===== src/rtl/rx_frame_pkg.sv =====
// Shared frame layout constants and sequencer state encoding for the UART-style
// receive path. The frame is 11 bits, LSB first:
//   [0] start, [7:1] data, [8] even parity, [10:9] stop bits.
package rx_frame_pkg;

  localparam int FRAME_BITS = 11;
  localparam int DATA_BITS  = 7;
  localparam int START_POS  = 0;
  localparam int PARITY_POS = 8;
  localparam int IDX_W      = 4;

  localparam logic [1:0] STOP_PATTERN = 2'b11;

  typedef enum logic [2:0] {
    IDLE,
    START,
    SHIFT,
    CHECK,
    WAIT_IDLE
  } rx_state_t;

endpackage


===== src/rtl/rx_frame_sequencer_parity.sv =====
// Combinational frame checker. It pulls the data field out of a captured frame
// and flags an even-parity mismatch or a bad start/stop pattern.
module ParityReciever
  import rx_frame_pkg::*;
(
  input  logic [FRAME_BITS-1:0] Data,
  output logic [DATA_BITS-1:0]  OutData,
  output logic                  ParityError,
  output logic                  FramingError
);

  assign OutData      = Data[START_POS+1 +: DATA_BITS];
  // Even parity: the parity bit must equal the XOR of the data bits.
  assign ParityError  = Data[PARITY_POS] ^ (^Data[START_POS+1 +: DATA_BITS]);
  // Start bit must be low and both stop bits high.
  assign FramingError = Data[START_POS] |
                        (Data[FRAME_BITS-1 -: 2] != STOP_PATTERN);

endmodule


===== src/rtl/rx_frame_sequencer.sv =====
// Receive-side sequencer. It oversamples the serial line, validates the start
// bit at its mid-point, shifts in the rest of the frame one sample per bit
// period, runs the frame through the checker, and holds the result for a
// valid/ready consumer. If the consumer has not taken the previous character,
// the new frame is dropped and the overrun flag is raised.
module rx_frame_sequencer
  import rx_frame_pkg::*;
#(
  parameter int OVERSAMPLE = 16
)
(
  input  logic                 i_clk,
  input  logic                 i_rst_n,
  input  logic                 i_sample_tick,
  input  logic                 i_rx_in,
  input  logic                 i_rx_ready,
  output logic [DATA_BITS-1:0] o_rx_data,
  output logic                 o_rx_valid,
  output logic                 o_parity_err,
  output logic                 o_framing_err,
  output logic                 o_overrun_err,
  output logic                 o_busy
);

  localparam int CW = $clog2(OVERSAMPLE);

  // Tick counts are compared against count-minus-one because the counter
  // starts at zero on the edge that enters the state.
  localparam logic [CW-1:0]    HALF_M1  = CW'(OVERSAMPLE/2 - 1);
  localparam logic [CW-1:0]    FULL_M1  = CW'(OVERSAMPLE - 1);
  localparam logic [IDX_W-1:0] LAST_IDX = IDX_W'(FRAME_BITS - 1);

  rx_state_t r_state;
  rx_state_t w_state_nxt;

  logic [CW-1:0]         r_tick_cnt;
  logic [IDX_W-1:0]      r_bit_idx;
  logic [FRAME_BITS-1:0] r_frame;

  logic [DATA_BITS-1:0]  r_rx_data;
  logic                  r_rx_valid;
  logic                  r_parity_err;
  logic                  r_framing_err;
  logic                  r_overrun_err;

  logic                  w_start_det;
  logic                  w_cnt_clr;
  logic                  w_cnt_inc;
  logic                  w_sample;
  logic                  w_load_chk;

  logic [DATA_BITS-1:0]  w_chk_data;
  logic                  w_chk_pe;
  logic                  w_chk_fe;

  ParityReciever u_checker (
    .Data         (r_frame),
    .OutData      (w_chk_data),
    .ParityError  (w_chk_pe),
    .FramingError (w_chk_fe)
  );

  // State register.
  always_ff @(posedge i_clk or negedge i_rst_n) begin
    if (!i_rst_n) r_state <= IDLE;
    else          r_state <= w_state_nxt;
  end

  // Next-state and datapath strobes; everything except CHECK waits for a tick.
  always_comb begin
    w_state_nxt = r_state;
    w_start_det = 1'b0;
    w_cnt_clr   = 1'b0;
    w_cnt_inc   = 1'b0;
    w_sample    = 1'b0;
    w_load_chk  = 1'b0;
    case (r_state)
      IDLE: begin
        if (i_sample_tick && !i_rx_in) begin
          w_start_det = 1'b1;
          w_cnt_clr   = 1'b1;
          w_state_nxt = START;
        end
      end
      START: begin
        if (i_sample_tick) begin
          if (r_tick_cnt == HALF_M1) begin
            w_cnt_clr = 1'b1;
            // A line that is high again by mid-bit was a glitch, not a start.
            if (!i_rx_in) begin
              w_sample    = 1'b1;
              w_state_nxt = SHIFT;
            end else begin
              w_state_nxt = IDLE;
            end
          end else begin
            w_cnt_inc = 1'b1;
          end
        end
      end
      SHIFT: begin
        if (i_sample_tick) begin
          if (r_tick_cnt == FULL_M1) begin
            w_cnt_clr = 1'b1;
            w_sample  = 1'b1;
            if (r_bit_idx == LAST_IDX) w_state_nxt = CHECK;
          end else begin
            w_cnt_inc = 1'b1;
          end
        end
      end
      CHECK: begin
        w_load_chk  = 1'b1;
        // After a framing error the line may be held low (break); wait for
        // it to go high before arming start detection again.
        w_state_nxt = w_chk_fe ? WAIT_IDLE : IDLE;
      end
      WAIT_IDLE: begin
        if (i_sample_tick && i_rx_in) w_state_nxt = IDLE;
      end
      default: w_state_nxt = IDLE;
    endcase
  end

  // Tick counter, bit index and frame shift register.
  always_ff @(posedge i_clk or negedge i_rst_n) begin
    if (!i_rst_n) begin
      r_tick_cnt <= '0;
      r_bit_idx  <= '0;
      r_frame    <= '0;
    end else begin
      if (w_cnt_clr)      r_tick_cnt <= '0;
      else if (w_cnt_inc) r_tick_cnt <= r_tick_cnt + CW'(1);

      if (w_start_det) begin
        r_bit_idx <= '0;
      end else if (w_sample) begin
        r_frame[r_bit_idx] <= i_rx_in;
        // Saturate on the last bit so the index never leaves 0..10.
        if (r_bit_idx != LAST_IDX) r_bit_idx <= r_bit_idx + IDX_W'(1);
      end
    end
  end

  // Output holding register with valid/ready handshake and overrun tracking.
  always_ff @(posedge i_clk or negedge i_rst_n) begin
    if (!i_rst_n) begin
      r_rx_data     <= '0;
      r_rx_valid    <= 1'b0;
      r_parity_err  <= 1'b0;
      r_framing_err <= 1'b0;
      r_overrun_err <= 1'b0;
    end else if (w_load_chk) begin
      // A same-cycle accept frees the slot, so the new frame can replace it.
      if (!r_rx_valid || i_rx_ready) begin
        r_rx_data     <= w_chk_data;
        r_parity_err  <= w_chk_pe;
        r_framing_err <= w_chk_fe;
        r_overrun_err <= 1'b0;
        r_rx_valid    <= 1'b1;
      end else begin
        r_overrun_err <= 1'b1;
      end
    end else if (r_rx_valid && i_rx_ready) begin
      r_rx_valid    <= 1'b0;
      r_overrun_err <= 1'b0;
    end
  end

  assign o_rx_data     = r_rx_data;
  assign o_rx_valid    = r_rx_valid;
  assign o_parity_err  = r_parity_err;
  assign o_framing_err = r_framing_err;
  assign o_overrun_err = r_overrun_err;
  assign o_busy        = (r_state != IDLE);

endmodule


===== config.mk =====
export PLATFORM = sky130hd
export DESIGN_NAME = rx_frame_sequencer
export DESIGN_NICKNAME = d
export VERILOG_FILES = /design/src/rtl/rx_frame_pkg.sv /design/src/rtl/rx_frame_sequencer_parity.sv /design/src/rtl/rx_frame_sequencer.sv
export SDC_FILE = /design/constraint.sdc
export NUM_CORES = 1
export LEC_CHECK = 0
export ABC_AREA = 1
export CAP_MARGIN = 25
export CORE_MARGIN = 1.5
export CORE_UTILIZATION = 50
export CTS_CLUSTER_DIAMETER = 200
export DETAILED_ROUTE_END_ITERATION = 16
export GPL_ROUTABILITY_DRIVEN = 1
export PLACE_DENSITY = 0.78
export RECOVER_POWER = 100
export SETUP_SLACK_MARGIN = 0.2
export SLEW_MARGIN = 20
export SYNTH_ARGS = -nofsm -noshare
export SYNTH_HDL_FRONTEND = slang
export SYNTH_SLANG_ARGS = --single-unit

===== constraint.sdc =====
create_clock -name i_clk -period 3.8 [get_ports i_clk]
set_input_delay 0.38 -clock i_clk [delete_from_list [all_inputs] [get_ports i_clk]]
set_output_delay 0.38 -clock i_clk [all_outputs]
set_load 0.05 [all_outputs]

After elaboration in Yosys (flattened, before gate mapping) --
Cells that the tools add are included.
Word-level totals: register bits 33, output and inout bits 12, logic and storage cells 92
Cells by class: add/subtract/negate cells 2, $lt $le $gt $ge 2, equal/unequal tests 17, multiplexer cells 40, bitwise operators 3, reduce and logical (&&, ||, !) cells 19
Operators by type and width (number):
- $mux 3 | 8
- $mux 1 | 20
- $mux 4 | 5
- $ne 2x2->1 const B | 8
- $pmux 3 s5 | 1
- $bwmux 11 | 1
- $add 4x1->4 const B | 2
- $eq 4x4->1 const B | 2
- $reduce_and 2->1 | 4
- $reduce_bool 2->1 | 4
- $reduce_and 7->1 | 1
- $reduce_xor 7->1 | 1
- $eq 3x2->1 const B | 2
- $lt 4x5->1 const B | 1
- $demux 1 s4 | 1
- $eq 4x3->1 const B | 1
- $ge 4x1->1 const B | 1
- $logic_and 1x1->1 | 4
- $ne 4x4->1 const B | 1
- $pmux 1 s2 | 2
- $eq 3x1->1 const B | 1
- $eq 3x3->1 const B | 1
- $logic_not 3->1 | 1
- $pmux 1 s3 | 1
- 8 further kinds | 9

Longest topological paths before layout --
Gate-level depths: netlist of the first run.
word-level depth 6, gate-level depth with buffers 9, depth with buffers taken out 9

Cells and area by module --
A second synthesis of the first run with hierarchy kept.
Second synthesis, totals: cell total of the unflattened synthesis 257, area, all modules 1889.3 um2
By module, submodules not included:
- rx_frame_sequencer | times used 1, cells each 222, area an instance 1712.9 um2, sequential area each 825.8 um2
- ParityReciever | times used 1, cells each 35, area an instance 176.4 um2, sequential area each 0.0 um2

Worst setup path after synthesis of the first run --
OpenSTA, ideal clock, no wires.
kind flip-flop to flip-flop, start point register r_rx_valid, in the netlist o_rx_valid, end point register r_framing_err, in the netlist o_framing_err, setup time 76 ps, arrival time 1309 ps, required time 3724 ps, path slack 2414 ps, cell stages (with the launch flop) 8, path buffers 1, cell sequence dfrtp_1 inv_1 nor2_1 nor2_2 inv_2 buf_6 nand2_1 o21ai_1
Between the ends: word-level cells in the longest chain between the ends 3
RTL lines:
- from (decl) | RTL line rx_frame_sequencer.sv:41 | logic r_rx_valid;
- from (signal assigned) | RTL line rx_frame_sequencer.sv:149 | r_rx_valid <= 1'b0;
- from (signal assigned) | RTL line rx_frame_sequencer.sv:160 | r_rx_valid <= 1'b1;
- from (signal assigned) | RTL line rx_frame_sequencer.sv:165 | r_rx_valid <= 1'b0;
- $logic_not 1->1 | RTL line rx_frame_sequencer.sv:155 | if (!r_rx_valid || i_rx_ready) begin
- $logic_or 1x1->1 | RTL line rx_frame_sequencer.sv:155
- $reduce_and 2->1 (no source line)
- to (signal assigned) | RTL line rx_frame_sequencer.sv:158 | r_framing_err <= w_chk_fe;
- to (decl) | RTL line rx_frame_sequencer.sv:43 | logic r_framing_err;
No other way between the ends. A chain may end at the register's enable or synchronous reset.

Worst setup path in the final report of the first run --
start point register r_state[0], end point output port o_busy
Between the ends: word-level cells in the longest chain between the ends 1
RTL lines:
- from (decl) | RTL line rx_frame_sequencer.sv:33 | rx_state_t r_state;
- from (signal assigned) | RTL line rx_frame_sequencer.sv:66 | else r_state <= w_state_nxt;
- $reduce_bool 3->1 | RTL line rx_frame_sequencer.sv:175 | assign o_busy = (r_state != IDLE);
- to (decl) | RTL line rx_frame_sequencer.sv:22 | output logic o_busy
No other way between the ends.

==> results of run 1 <==
-- state kept, by name, summed over array words and instances, names as in the netlist --
name           count
o_rx_valid         1
r_frame           11
o_rx_data          7
o_framing_err      1
r_tick_cnt         4
r_bit_idx          4
r_state            3
o_overrun_err      1
o_parity_err       1
-- stage by stage --
step / total power, µW / std cells
final: 1333 / 315
after global routing: 1425 / 315
after CTS: 1385 / 315
after detailed placement: 1126 / 307
after global placement: 1113 / 307
after floorplan: 950.3 / 246
-- synthesized netlist by cell type --
| master | number |
|---|---|
| sky130_fd_sc_hd__clkinv_1 | 1 |
| sky130_fd_sc_hd__nor2_2 | 4 |
| sky130_fd_sc_hd__nor2_1 | 8 |
| sky130_fd_sc_hd__inv_1 | 25 |
| sky130_fd_sc_hd__ha_1 | 5 |
| sky130_fd_sc_hd__buf_6 | 3 |
| sky130_fd_sc_hd__nand3_4 | 1 |
| sky130_fd_sc_hd__nor2_4 | 2 |
| sky130_fd_sc_hd__nand3_1 | 33 |
| sky130_fd_sc_hd__inv_2 | 4 |
| sky130_fd_sc_hd__nand3_2 | 2 |
| sky130_fd_sc_hd__o21ai_0 | 4 |
| sky130_fd_sc_hd__nand4_1 | 15 |
| sky130_fd_sc_hd__a21oi_2 | 1 |
| sky130_fd_sc_hd__xor2_1 | 4 |
| sky130_fd_sc_hd__dfrtp_1 | 33 |
| sky130_fd_sc_hd__nand2_4 | 1 |
| sky130_fd_sc_hd__clkbuf_1 | 1 |
| sky130_fd_sc_hd__o21ai_1 | 9 |
| sky130_fd_sc_hd__nand2_2 | 2 |
| sky130_fd_sc_hd__o211ai_1 | 1 |
| sky130_fd_sc_hd__nand2_1 | 87 |
-- path summary, 6_finish.rpt --
path | startpoint | end | slack (ns) | cells past startpoint
worst max-delay path | r_state[0] | o_busy | 1.58 | 3
worst min-delay path | o_parity_err | o_parity_err | 0.47 | 2
worst max register to register | r_tick_cnt[0] | r_frame[2] | 1.88 | 8
worst min register to register | o_parity_err | o_parity_err | 0.47 | 2
max in group asynchronous | i_rst_n | o_rx_data[3] | 1.72 | 2
min in group asynchronous | i_rst_n | r_state[1] | 1.10 | 2
-- report_power, final --
group / internal [µW] / leakage (µW) / switching (µW)
clock: 127 / 0.0000450 / 128
sequential: 431 / 0.000449 / 67.9
combinational: 172 / 0.000630 / 407
-- worst max-delay path, cell delays in order (launching register included) --
cell	delay [ns]
sky130_fd_sc_hd__dfrtp_1	0.45
sky130_fd_sc_hd__nor2_2	0.27
sky130_fd_sc_hd__nand2_1	0.07
sky130_fd_sc_hd__dlygate4sd3_1	0.76
-- cell type report --
class	count	area, µm²	area share [%]
Inverter	30	112.6	5.291
Sequential cell	33	825.8	38.80
Tap cell	48	60.06	2.822
Timing Repair Buffer	17	163.9	7.701
Clock inverter	2	10.01	0.4703
Multi-Input combinational cell	179	883.3	41.51
Clock buffer	6	72.57	3.410
-- cell usage in the layout (no fill, tap or decap), types with 3 or more instances in the layout --
| master | synthesis | final |
|---|---|---|
| sky130_fd_sc_hd__clkbuf_8 | 0 | 5 |
| sky130_fd_sc_hd__dfrtp_1 | 33 | 33 |
| sky130_fd_sc_hd__dlygate4sd3_1 | 0 | 15 |
| sky130_fd_sc_hd__ha_1 | 5 | 5 |
| sky130_fd_sc_hd__inv_1 | 25 | 26 |
| sky130_fd_sc_hd__inv_2 | 4 | 3 |
| sky130_fd_sc_hd__nand2_1 | 87 | 88 |
| sky130_fd_sc_hd__nand3_1 | 33 | 34 |
| sky130_fd_sc_hd__nand4_1 | 15 | 15 |
| sky130_fd_sc_hd__nor2_1 | 8 | 11 |
| sky130_fd_sc_hd__o21ai_0 | 4 | 12 |
| sky130_fd_sc_hd__xor2_1 | 4 | 4 |
-- cells by family after synthesis --
family                   after synthesis  share of synthesized area (%)
buffers and inverters                 34                          7.989
flip-flops                            33                          43.94
AO/OA/AOI/OAI                         15                          4.328
AND/OR/NAND/NOR                      155                          38.55
adder cells (fa/ha/maj)                5                          3.329
XOR/XNOR                               4                          1.864
-- layer usage --
layer  vias to the layer above  track usage (%)  wire [µm]
met5                         -                0          0
met4                         0            8.245         48
met3                         5            5.282        129
met2                        26            29.82       1526
met1                       682            23.90       1638
li1                        839                -          -
==> run metrics, run 1 <==
insertion delay of the later-clocked pin in the worst-skew pair 0.29 ns; vias in the first global route ~1500; Detail Placement HPWL ~2400 µm; critical path start-end classification flop to output port; result of the run finished, violations left; residual antenna-violating net count after detailed routing 0; die outline width around 64 µm; count of state elements after synthesis 33; static leakage between 0.001 and 0.0015 µW; area growth from synthesis to final layout 13.25%; Ant. Diodes 0; buffers from clock root to sink, at most 2; Min Clock Period, post-route ~2.2 ns; I/O Buffers 16; setup repair after global routing missed its margin false; global-route usage over all layers 18.79%; Post-Syn Nets 256; post-synthesis sequential area ratio a little over two fifths; Die Outline Area around 4100 µm²; type of element capturing the critical path output port; nets@finish roughly 280; Util after Layout between 50 and 60%; buffers inserted by post-CTS timing repair 0; CTS tree yes; arrival time worst endpoint 1.84 ns; number of search-and-repair iterations in the first detailed-routing pass 4; synth warn 0; clock transition at the registers of the reported paths about 0.060 ns; clock skew after layout about 0.0039 ns; pin count of the biggest net entering global routing 34; worst setup slack after placement 1.729 ns; count of vias placed by the detailed router approximately 1600; first-pass GRT wire length between 6000 and 7000 µm; worst slew pin tran 1.710 ns; count of cells resized by post-cts repair 0; clock tree root driver cell sky130_fd_sc_hd__clkbuf_8; DRT iter0 DRCs 49; Yosys top cell by area sky130_fd_sc_hd__dfrtp_1; CTS HTree Levels 2; Vias/cell 4.927; Num CTS Buffers 5; core footprint 3633 µm²; Worst Slack Setup Final around 1.6 ns; cell area power density 626.4 nW/µm²; number of max-cap violations 1; total negative setup slack 0 ns; vertical extent of the die 64.31 µm; highest fanout seen on the critical path 6; failing checks capacitance limit, slew limit; relative max-transition margin -13.98%; critical path required time around 3.4 ns; final worst path period share approximately three fifths; final weighted congestion in routability-driven placement about 0.84; main area contributors after synthesis sky130_fd_sc_hd__dfrtp_1 (44%), sky130_fd_sc_hd__nand2_1 (17%), sky130_fd_sc_hd__nand3_1 (8.8%); startpoint class of the critical path flop; Finished Cell Area approximately 2100 µm²; Max Slew Vio Count 34; I/O pins 17; # clock sinks 33; endpoints failing setup 0; Hold Crit Class flop to flop; cell count after synthesis ~250; Cell Area, Synth between 1500 and 2000 µm²; share of cells above drive strength 1 6.742%; # DRC 0; Initial Utilization between 50% and 60%; number of distinct library cell variants in the gate-level netlist after synthesis 22; Cell Area, Placed about 2100 µm²; worst hold margin between 0.4 and 0.5 ns; FILL cells roughly 340; VDD IR-drop max 0.0003068 V; number of rows in the core area 22; highest clock frequency the design can meet 450.4 MHz; antenna violations before repair 0; Avg Cell Area, Syn about 7.6 µm²; grt total ovfl 0; average wire per cell in the routed design about 11 µm; top-area cell type share of the netlist area 43.94%; Hold Vio Cnt, Final 0; Post-CTS Hold Buffers 0; drt total wl roughly 3300 µm
Note: power is estimated with default switching activity, not from simulation.
==> run 2, diff against run 1 <==
==> constraint.sdc (replaced) <==
create_clock -name i_clk -period 2.2 [get_ports i_clk]
set_input_delay 0.22 -clock i_clk [delete_from_list [all_inputs] [get_ports i_clk]]
set_output_delay 0.22 -clock i_clk [all_outputs]
set_load 0.05 [all_outputs]
==> run 2 against run 1 <==
The flow now finishes without violations. Critical path depth did not move. Sequential power rose by 72%. Sequential share of layout area decreased by 0.43 points. Die area did not move. Flip-flop and latch count unchanged. Critical path type unchanged.
==> run metrics, run 2 (synthesis results as in run 1) <==
result of the run finished clean; net switching power of the design 1044 µW; core footprint 3633 µm²; number of max-cap violations 0; DRT iter0 DRCs 85; highest clock frequency the design can meet ~550 MHz; Hold Crit Class flop to flop; commonest non-fill, non-tap cells in the layout sky130_fd_sc_hd__nand2_1 (87), sky130_fd_sc_hd__nand3_1 (34), sky130_fd_sc_hd__dfrtp_1 (33); P_int 1319 µW; endpoints failing setup 0; Initial Utilization 51.72%; insertion delay of the later-clocked pin in the worst-skew pair around 0.29 ns; Cell Area, Placed between 2000 and 2500 µm²; terminating pin of the worst hold path o_parity_err; vertical extent of the die ~64 µm; type of element capturing the critical path output port; count of vias placed by the detailed router roughly 1600; buffers inserted by post-CTS timing repair 0; cell area power density approximately 1100 nW/µm²; delay-heaviest family, CP flip-flops; Combinational Power Share 42.5%; relative max-transition margin a little under half; pin count of the biggest net entering global routing 34; clock tree root driver cell sky130_fd_sc_hd__clkbuf_8; part of the power in the clock network between 20% and 30%; final worst path period share 82.88%; final weighted congestion in routability-driven placement between 0.8 and 0.9; critical path required time between 1.5 and 2 ns; startpoint class of the critical path flop; number of rows in the core area 22; startpoint of the tightest hold check path o_parity_err; Vias/cell 5.057; average wire per cell in the routed design ~11 µm; Post-CTS Hold Buffers 0; clock transition at the registers of the reported paths ~0.07 ns; static leakage between 0.001 and 0.0015 µW; Detail Placement HPWL between 2000 and 3000 µm; instance count along the most critical hold path 2; Ant. Diodes 0; leading cell type in the layout, fill and taps excluded sky130_fd_sc_hd__nand2_1; residual antenna-violating net count after detailed routing 0; Min Clock Period, post-route 1.823 ns; Worst Slack Setup Final approximately 0.38 ns; number of search-and-repair iterations in the first detailed-routing pass 4; grt total ovfl 0; nets@finish ~280; antenna violations before repair 0; endpoint of the lowest-slack register-to-register path r_tick_cnt[2]; area growth from synthesis to final layout 14.51%; vias in the first global route roughly 1500; Num CTS Buffers 5; startpoint of the most critical register-to-register path r_tick_cnt[0]; share of cells above drive strength 1 between 7 and 8%; worst setup slack after placement 0.4738 ns; register ranked first by flip-flop count r_frame; post-layout power approximately 2400 µW; I/O Buffers 16; relative contribution of sequential cells to total power a little over a third; drt total wl approximately 3500 µm; buffers from clock root to sink, at most 2; I/O pins 17; CTS HTree Levels 2; Max Slew Vio Count 0; Die Outline Area between 4000 and 5000 µm²; setup repair after global routing missed its margin false; Hold Vio Cnt, Final 0; arrival time worst endpoint around 1.6 ns; CP cell instances nor2_1 > nand2_1 > dlygate4sd2_1; VDD IR-drop max 0.0004438 V; FF-to-FF path depth 8; CTS tree yes; total negative setup slack 0 ns; CP max stage cell sky130_fd_sc_hd__dfrtp_1; first-pass GRT wire length roughly 6200 µm; worst slew pin tran around 0.8 ns; die outline width 64.31 µm; # clock sinks 33; # DRC 0; max incr delay on CP between 0.4 and 0.5 ns; highest fanout seen on the critical path 6; Switching Share 44.18%; global-route usage over all layers between 10% and 20%; Finished Cell Area 2152 µm²; critical path start-end classification flop to output port; reg-to-reg slack, setup ~0.48 ns; Buf/Inv on CP 1; number of flip-flops in the largest register 11; clock skew after layout roughly 0.0055 ns
-- run 2: metal layers --
metal  part of all wire (%)  GRT usage, %  vias to the layer above
li1                       -             -                      834
met1                     48         23.62                      738
met2                     47         31.64                       21
met3                    3.4         5.282                        5
met4                    1.9         7.181                        0
met5                      0             0                        -
-- run 2: what timing repair did --
item / CTS / global route
endpoints found under the hold margin: 0 / 0
setup endpoints to repair: 1 / 0
gates resized for setup: 1 / 0
-- run 2: final cells by class --
type | instances | area [µm²]
Fill cell | 352 | 1481
Multi-Input combinational cell | 179 | 880.8
Sequential cell | 33 | 825.8
Timing Repair Buffer | 18 | 171.4
Inverter | 30 | 112.6
Clock buffer | 7 | 96.34
Tap cell | 48 | 60.06
Clock inverter | 1 | 5.005
-- run 2: how the worst max path moves through the flow --
stage / startpoint / to / slack, ns / cells after the start
after global placement: r_state[0] / o_busy / 0.50 / 3
final: r_state[0] / o_busy / 0.38 / 3
after detailed placement: i_sample_tick / r_frame[9] / 0.47 / 8
after global routing: r_state[0] / o_busy / 0.28 / 3
after floorplan: o_rx_valid / o_framing_err / 0.81 / 7
after CTS: r_state[0] / o_busy / 0.46 / 3
-- run 2: through the flow --
stage	hold slack, ns	util (%)	std cells
after detailed placement	0.4650	57.16	308
after global placement	0.4603	57.16	308
after CTS	0.3497	59.92	316
after global routing	0.5001	59.23	316
final	0.4765	59.23	316
after floorplan	-0.07559	-	246
-- run 2: power by group through the flow --
stage | Sequential (µW) | Clock [µW] | Combinational (µW)
floorplan | 1160 | 0 | 485
global placement | 869 | 0 | 1050
detailed placement | 875 | 0 | 1070
CTS | 866 | 508 | 1070
global route | 879 | 545 | 1100
finish | 860 | 500 | 1000
-- run 2: worst min-delay path: cells and delay by family, from the launching register on --
family           cells  cell delay (ns)
DFF                  1             0.34
and+or+nand+nor      2             0.10
